`src/rtl/fetch_queue_pkg.sv`:
```
// Shared types and constants for the fetch/decode decoupling queue.
// The optional same-cycle bypass in fetch_queue is enabled by the
// FETCH_QUEUE_BYPASS_EN macro.
package fetch_queue_pkg;

  // One queued fetch record: the instruction, its PC and the precomputed PC+4.
  typedef struct packed {
    logic [31:0] instr;
    logic [31:0] pc;
    logic [31:0] pc_plus_4;
  } fq_entry_t;

  // addi x0,x0,0 -- what decode sees when nothing valid is at the head.
  localparam logic [31:0] NOP_INSTR_DEFAULT = 32'h0000_0013;

  // Bundles the three fetch fields into one entry.
  function automatic fq_entry_t make_entry(input logic [31:0] instr,
                                           input logic [31:0] pc,
                                           input logic [31:0] pc_plus_4);
    fq_entry_t e;
    e.instr     = instr;
    e.pc        = pc;
    e.pc_plus_4 = pc_plus_4;
    return e;
  endfunction

  // The head presented to decode when the queue has nothing valid to show.
  function automatic fq_entry_t idle_entry(input logic [31:0] nop_instr);
    fq_entry_t e;
    e.instr     = nop_instr;
    e.pc        = 32'h0;
    e.pc_plus_4 = 32'h0;
    return e;
  endfunction

endpackage

```
`src/rtl/fq_storage.sv`:
```
// Entry storage for fetch_queue: DEPTH registers, one synchronous write
// port and one asynchronous read port. Contents are deliberately not reset;
// the top level masks the head whenever it is not valid.
module fq_storage
  import fetch_queue_pkg::*;
#(
  parameter int DEPTH = 4,
  localparam int AW = $clog2(DEPTH)
) (
  input  logic            clk,
  input  logic            we,
  input  logic [AW-1:0]   waddr,
  input  fq_entry_t       wdata,
  input  logic [AW-1:0]   raddr,
  output fq_entry_t       rdata
);

  fq_entry_t mem [DEPTH];

  // Write the addressed entry on the rising edge when enabled.
  always_ff @(posedge clk) begin
    if (we) begin
      mem[waddr] <= wdata;
    end
  end

  assign rdata = mem[raddr];

endmodule

```
`src/rtl/fetch_queue.sv`:
```
// Decoupling instruction queue between fetch and decode.
// Holds {instr, pc, pc+4} records in strict FIFO order behind valid/ready
// handshakes on both sides and drops everything on an execute redirect.
// Define FETCH_QUEUE_BYPASS_EN to let an entry reach decode in the same
// cycle it is fetched when the queue is empty.
module fetch_queue
  import fetch_queue_pkg::*;
#(
  parameter int          DEPTH     = 4,
  parameter logic [31:0] NOP_INSTR = NOP_INSTR_DEFAULT
) (
  input  logic                     clk,
  input  logic                     reset,
  input  logic                     F_valid,
  output logic                     F_ready,
  input  logic [31:0]              F_instr,
  input  logic [31:0]              F_pc_current,
  input  logic [31:0]              F_pc_plus_4,
  input  logic                     E_flush,
  output logic                     D_valid,
  input  logic                     D_ready,
  output logic [31:0]              D_instr,
  output logic [31:0]              D_pc,
  output logic [31:0]              D_pc_plus_4,
  output logic [$clog2(DEPTH):0]   count
);

  localparam int AW = $clog2(DEPTH);
  localparam int CW = AW + 1;
  localparam logic [CW-1:0] FULL_COUNT = CW'(DEPTH);

  logic [AW-1:0] wr_ptr;
  logic [AW-1:0] rd_ptr;

  logic          not_empty;
  logic          bypass;
  logic          push;
  logic          pop;
  logic          store_we;
  logic          store_pop;

  fq_entry_t     f_entry;
  fq_entry_t     rdata;
  fq_entry_t     head;
  fq_entry_t     d_entry;

  assign f_entry   = make_entry(F_instr, F_pc_current, F_pc_plus_4);
  assign not_empty = (count != '0);

  // F_ready looks only at registered occupancy, never at D_ready, so the
  // two handshakes stay free of a combinational loop through the queue.
  assign F_ready = (count != FULL_COUNT);

`ifdef FETCH_QUEUE_BYPASS_EN
  assign bypass = !not_empty && F_valid && !E_flush;
`else
  assign bypass = 1'b0;
`endif

  // A redirect hides the head in the cycle it arrives, not just afterwards.
  assign D_valid = (not_empty || bypass) && !E_flush;

  assign push = F_valid && F_ready && !E_flush;
  assign pop  = D_valid && D_ready && !E_flush;

  // A bypassed entry that decode takes immediately is never stored; a
  // bypassed entry that decode stalls on is written like any other push.
  assign store_we  = push && !(bypass && D_ready);
  assign store_pop = pop && not_empty;

  fq_storage #(
    .DEPTH (DEPTH)
  ) u_storage (
    .clk   (clk),
    .we    (store_we),
    .waddr (wr_ptr),
    .wdata (f_entry),
    .raddr (rd_ptr),
    .rdata (rdata)
  );

  // Choose the head source and mask it to the idle pattern when not valid.
  always_comb begin
    head = rdata;
    if (bypass) begin
      head = f_entry;
    end
    d_entry = idle_entry(NOP_INSTR);
    if (D_valid) begin
      d_entry = head;
    end
  end

  assign D_instr     = d_entry.instr;
  assign D_pc        = d_entry.pc;
  assign D_pc_plus_4 = d_entry.pc_plus_4;

  // Write pointer: advances on every stored entry, cleared by reset or redirect.
  always_ff @(posedge clk) begin
    if (reset) begin
      wr_ptr <= '0;
    end else if (E_flush) begin
      wr_ptr <= '0;
    end else if (store_we) begin
      wr_ptr <= wr_ptr + 1'b1;
    end
  end

  // Read pointer: advances when decode consumes a stored head.
  always_ff @(posedge clk) begin
    if (reset) begin
      rd_ptr <= '0;
    end else if (E_flush) begin
      rd_ptr <= '0;
    end else if (store_pop) begin
      rd_ptr <= rd_ptr + 1'b1;
    end
  end

  // Occupancy: a simultaneous store and consume leaves it unchanged.
  always_ff @(posedge clk) begin
    if (reset) begin
      count <= '0;
    end else if (E_flush) begin
      count <= '0;
    end else begin
      count <= count + CW'(store_we) - CW'(store_pop);
    end
  end

endmodule

```
`config.mk`:
```
export PLATFORM = sky130hd
export DESIGN_NAME = fetch_queue
export DESIGN_NICKNAME = d
export VERILOG_FILES = /design/src/rtl/fetch_queue_pkg.sv /design/src/rtl/fq_storage.sv /design/src/rtl/fetch_queue.sv
export SDC_FILE = /design/constraint.sdc
export NUM_CORES = 1
export LEC_CHECK = 0
export BUFFER_PORTS_ARGS = -buffer_cell sky130_fd_sc_hd__buf_2
export CELL_PAD_IN_SITES_DETAIL_PLACEMENT = 1
export CELL_PAD_IN_SITES_GLOBAL_PLACEMENT = 2
export CORE_MARGIN = 2
export CORE_UTILIZATION = 48
export CTS_BUF_LIST = sky130_fd_sc_hd__clkbuf_16
export DETAILED_ROUTE_END_ITERATION = 10
export GPL_TIMING_DRIVEN = 0
export PLACE_DENSITY = 0.86
export RECOVER_POWER = 25
export SYNTH_ARGS = -nofsm -noshare
export SYNTH_HDL_FRONTEND = slang
export SYNTH_SLANG_ARGS = --single-unit
```
`constraint.sdc`:
```
create_clock -name clk -period 8.6 [get_ports clk]
set_clock_uncertainty 0.05 [all_clocks]
set_input_delay 1.72 -clock clk [delete_from_list [all_inputs] [get_ports clk]]
set_output_delay 1.72 -clock clk [all_outputs]
set_load 0.1 [all_outputs]
```
# Word level (Yosys, flattened, before mapping)
# Memory sizes are Yosys's and may differ from the RTL's. A register that Yosys moved wholly into a read port is not among the register bits.
# Cells that the tools add are included.
# totals
input_bits	101
register_bits	7
ram_bits	384
word_cells	23
n_memories	1
out_inout_bits	101
# memory_table
name	words	width	rd	rd_ports_with_merged_regs	wr	line_no	source
u_storage.mem	4	96	1	1	1	fq_storage.sv:18	fq_entry_t mem [DEPTH];
# op_classes
add_sub_neg	4
mux	5
n_eq_ne	1
reduce_logical	9
# op_table
op	count
$mux 96	1
$logic_and 1x1->1	6
$add 2x1->2 const B	2
$mux 2	2
$add 3x1->3	1
$ne 3x3->1 const B	1
$reduce_bool 3->1	1
$sub 3x1->3	1
$mux 1	2
$reduce_or 2->1	1
$logic_not 1->1	1

# Depth between registers and ports, before layout
# depth
depth_word	7
ltp_mapped	11
depth_no_buf	11

# Cells and area by module
# Synthesis repeated with hierarchy kept, for this count alone.
# hier_totals
hier_cells	650
hier_area_um2	14969.4
# by_module_without_submodules
module	area_per_inst_um2	cells_per_inst	seq_area_each_um2	n_inst
fq_storage	13889.6	506	11531.1	1
fetch_queue	1079.8	144	140.1	1

# Worst setup path after synthesis
# OpenSTA, ideal clock, no wires.
# synth_path
path_kind	input to output
from	input port E_flush
to	output port D_instr[22]
t_arrival_ps	4129
path_stages	5
n_path_buf	2
setup_slack_ps	2701
required_ps	6830
cell_sequence	clkbuf_1 -> or2_2 -> inv_2 -> clkbuf_1 -> and2_1
# synth_between
elab_chain_len	3
# synth_rtl
element	line_no	source
start: declaration	fetch_queue.sv:19	input logic E_flush,
$logic_not 1->1	fetch_queue.sv:61	assign D_valid = (not_empty || bypass) && !E_flush;
$logic_and 1x1->1	fetch_queue.sv:61	
net D_valid	fetch_queue.sv:20	output logic D_valid,
$mux 96	fetch_queue.sv:89	if (D_valid) begin
end: declaration	fetch_queue.sv:22	output logic [31:0] D_instr,
# The timed path passes the listed nets, and every way through them passes these cells.

# Worst setup path in the final report
# layout_path
from	input port E_flush
to	output port D_pc[0]
# layout_between
elab_chain_len	3
# layout_rtl
element	line_no	source
$logic_not 1->1	fetch_queue.sv:61	
$logic_and 1x1->1	fetch_queue.sv:61	
$mux 96	fetch_queue.sv:89	
end: declaration	fetch_queue.sv:23	output logic [31:0] D_pc,
# No other way between the ends.

==> results.sh <==
export IMPL_period_share_pct=63.0
export IMPL_crit_arrival_ns=3.65
export IMPL_initial_core_util_pct=48.8
export IMPL_drive_gt1_share_pct=35.3
export IMPL_switching_share_pct=20.9
export IMPL_comb_power_share_pct=5.3
export IMPL_die_w_um=181
export IMPL_hold_path_class="reg2reg"
export IMPL_tightest_slew_ns=0.841
export IMPL_critPathRequiredTime_ns=6.83
export IMPL_drtPass1Iterations=5
export IMPL_clockPowerShare_pct=43.6
export IMPL_relSlewSlack_pct=43.9
export IMPL_cts_root_buffer="clkbuf_16"
export IMPL_sequentialPowerShare_pct=51.2
export IMPL_ys_ff_latch=393
export IMPL_fillerInstances=2661
export IMPL_power_density_nw_per_um2=234
export IMPL_fin_cells=1339
export IMPL_wl_um=31100
export IMPL_regArea_um2=11700
export IMPL_switchingPower_w=0.000876
export IMPL_syn_area_um2=15000
export IMPL_status="finished, final reports clean"
export IMPL_gp_congestion=0.715
export IMPL_grt_pass1_wl_um=47800
export IMPL_post_cts_setup_buffers=0
export IMPL_synthesis_nets=771
export IMPL_p_int_w=0.00332
export IMPL_cts_tree="yes"
export IMPL_crit_path_end="D_pc[0]"
export IMPL_critPathKind="in2out"
export IMPL_coreArea_um2=30700
export IMPL_crit_start="E_flush"
export IMPL_vias=7207
export IMPL_drv_slew=0
export IMPL_rr_startpoint="count[1]$_SDFF_PP0_"
export IMPL_fin_util_pct=58.5
export IMPL_place_area_um2=16600
export IMPL_r2r_end="count[2]$_SDFF_PP0_"
export IMPL_endpoint_kind="output port"
export IMPL_grt_max_degree=53
export IMPL_fin_crit_ns=5.42
export IMPL_clock_latency_ns=0.52
export IMPL_avgRoutedWirePerCell_um=23.2
export IMPL_drt_drc_violations_left=0
export IMPL_hold_viol_final=0
export IMPL_cp_max_fo=10
export IMPL_avgViaCountPerCell=5.38
export IMPL_drt_initial_drc_count=366
export IMPL_placementRows=64
export IMPL_synthCells=663
export IMPL_cts_buffers=42
export IMPL_dieArea_um2=32600
export IMPL_peakVddDrop_mv=0.255
export IMPL_dpl_cell_count=1263
export IMPL_ys_types=24
export IMPL_syn_avg_cell_area_um2=22.6
export IMPL_fin_area_um2=18000
export IMPL_io_buffer_count=200
export IMPL_multiInputGateArea_um2=3060
export IMPL_crit_path_start_kind="input pin"
export IMPL_final_nets=1019
export IMPL_cts_sinks=393
export IMPL_leakagePower_nw=6.14
export IMPL_ios=202
export IMPL_grt_total_usage_pct=19.3
export IMPL_max_freq_mhz=185
export IMPL_diodes=0
export IMPL_cts_buffer_depth=3
export IMPL_r2r_cells=11
export IMPL_antenna_found_initial=0
export IMPL_setup_tns_ns=0
export IMPL_post_cts_resized=0
export IMPL_hpwl_um=19700
export IMPL_ys_seq_area_share_pct=78.2
export IMPL_ant_nets=0
export IMPL_area_growth_pct=19.8
export IMPL_ys_warn_count=0
export IMPL_dieHeight_um=181
export IMPL_grt_overflow=0
export IMPL_setup_viol=0
export IMPL_r2r_slack_ns=5.85
export IMPL_cts_clk_slew_worst_paths_ns=0.06
export IMPL_ctsHtreeMaxLevel=2
export IMPL_first_global_vias=8125
export IMPL_cap_violations=0
export IMPL_rsz0062_at_grt="no"
export IMPL_hold_buffers=0
area by class of cell:
| cell class | instances | area share [%] |
|---|---|---|
| sequential | 393 | 65.2 |
| multi-input combinational | 228 | 17.0 |
| clock buffer | 45 | 6.27 |
| timing repair buffer | 204 | 5.76 |
| tap | 396 | 2.76 |
| clock inverter | 31 | 1.69 |
| buffer | 33 | 1.07 |
| inverter | 9 | 0.188 |
flip-flops by register name, indices dropped and copies added, names as in the netlist, named ones only:
register	flops
count	3
rd_ptr	2
u_storage.mem	384
wr_ptr	2
cells in the final DEF (no fill, tap or decap), types with 2 or more instances in the layout:
cell type / Yosys / layout
and2_4: 0 / 4
clkinv_2: 0 / 7
and2_1: 99 / 95
xnor2_1: 2 / 2
o31ai_1: 2 / 2
buf_2: 18 / 157
nand3_1: 2 / 2
edfxtp_1: 384 / 384
bufinv_16: 0 / 6
nor2_1: 2 / 2
o21ai_0: 3 / 3
buf_6: 6 / 6
clkinv_1: 0 / 5
nor3_1: 2 / 2
inv_1: 8 / 16
clkbuf_16: 0 / 45
mux4_2: 96 / 96
dfxtp_1: 9 / 9
or3_1: 5 / 5
buf_16: 0 / 4
a21boi_0: 3 / 3
clkbuf_1: 9 / 70
clkinvlp_4: 0 / 4
ha_1: 6 / 6
metal layers:
metal / GRT usage (%) / up-vias / routed length (um) / share of wire [%]
li1: - / 3200 / - / -
met1: 24.5 / 3769 / 12600 / 41
met4: 4.71 / 0 / 609 / 2.0
met2: 34.2 / 188 / 16200 / 52
met5: 0 / - / 0 / 0
met3: 3.70 / 50 / 1610 / 5.2
stage by stage:
step	total power, W	hold slack (ns)	setup WS, ns
final	0.00419	0.459	3.18
after global routing	0.00431	0.525	3.07
after CTS	0.00424	0.466	3.13
after detailed placement	0.00241	0.460	3.16
after global placement	0.00241	0.442	1.57
after floorplan	0.00234	0.420	2.70
Yosys cell counts:
| master | n | share of area [%] |
|---|---|---|
| nor2_1 | 2 | 0.050 |
| nor3b_1 | 1 | 0.050 |
| buf_2 | 18 | 0.60 |
| or2_2 | 1 | 0.042 |
| o31ai_1 | 2 | 0.10 |
| nand3b_1 | 1 | 0.050 |
| dfxtp_1 | 9 | 1.2 |
| nand3_1 | 2 | 0.067 |
| a21boi_0 | 3 | 0.15 |
| edfxtp_1 | 384 | 77 |
| buf_6 | 6 | 0.45 |
| inv_2 | 1 | 0.025 |
| nor3_1 | 2 | 0.067 |
| or3_1 | 5 | 0.21 |
| mux4_2 | 96 | 14 |
| clkbuf_1 | 9 | 0.23 |
| xnor2_1 | 2 | 0.12 |
| o21ai_0 | 3 | 0.10 |
| ha_1 | 6 | 0.50 |
| and2_1 | 99 | 4.1 |
| fa_1 | 1 | 0.13 |
| inv_1 | 8 | 0.20 |
| nor3_2 | 1 | 0.067 |
| o311ai_0 | 1 | 0.058 |
kinds of logic (layout without fill, tap and decap cells):
family                   count (synthesis)  count (layout)  share of synthesized area [%]
AO/OA/AOI/OAI                            9               9                          0.409
adder cells (fa/ha/maj)                  7               7                          0.635
multiplexers                            96              96                           14.4
AND/OR/NAND/NOR                        114             114                           4.74
flip-flops                             393             393                           78.2
XOR/XNOR                                 2               2                          0.117
buffers and inverters                   42             322                           1.50
worst min path at each step:
| stage | startpoint | to | cells past startpoint | slack [ns] |
|---|---|---|---|---|
| global placement | rd_ptr[1]$_SDFFE_PP0P_ | rd_ptr[1]$_SDFFE_PP0P_ | 2 | 0.44 |
| CTS | rd_ptr[1]$_SDFFE_PP0P_ | register | 2 | 0.47 |
| detailed placement | rd_ptr[1]$_SDFFE_PP0P_ | rd_ptr[1]$_SDFFE_PP0P_ | 2 | 0.46 |
| floorplan | rd_ptr[1]$_SDFFE_PP0P_ | register | 2 | 0.42 |
| global route | rd_ptr[1]$_SDFFE_PP0P_ | register | 2 | 0.53 |
| finish | rd_ptr[1]$_SDFFE_PP0P_ | register | 2 | 0.46 |
power by group through the flow:
| stage | Combinational (W) | Sequential, W | Clock (W) |
|---|---|---|---|
| 6_report | 0.000222 | 0.00215 | 0.00183 |
| 5_1_grt | 0.000236 | 0.00215 | 0.00193 |
| 4_1_cts | 0.000229 | 0.00215 | 0.00186 |
| 3_5_place_dp | 0.000229 | 0.00219 | 0 |
| 3_3_place_gp | 0.000218 | 0.00219 | 0 |
| 2_1_floorplan | 0.000147 | 0.00219 | 0 |
worst max-delay path, cell delays in order:
cell      delay [ns]
clkbuf_1        0.20
or2_2           0.39
inv_2           0.11
buf_2           0.29
buf_2           0.29
and2_1          0.19
buf_2           0.44
Note: power is estimated with default switching activity, not from simulation.
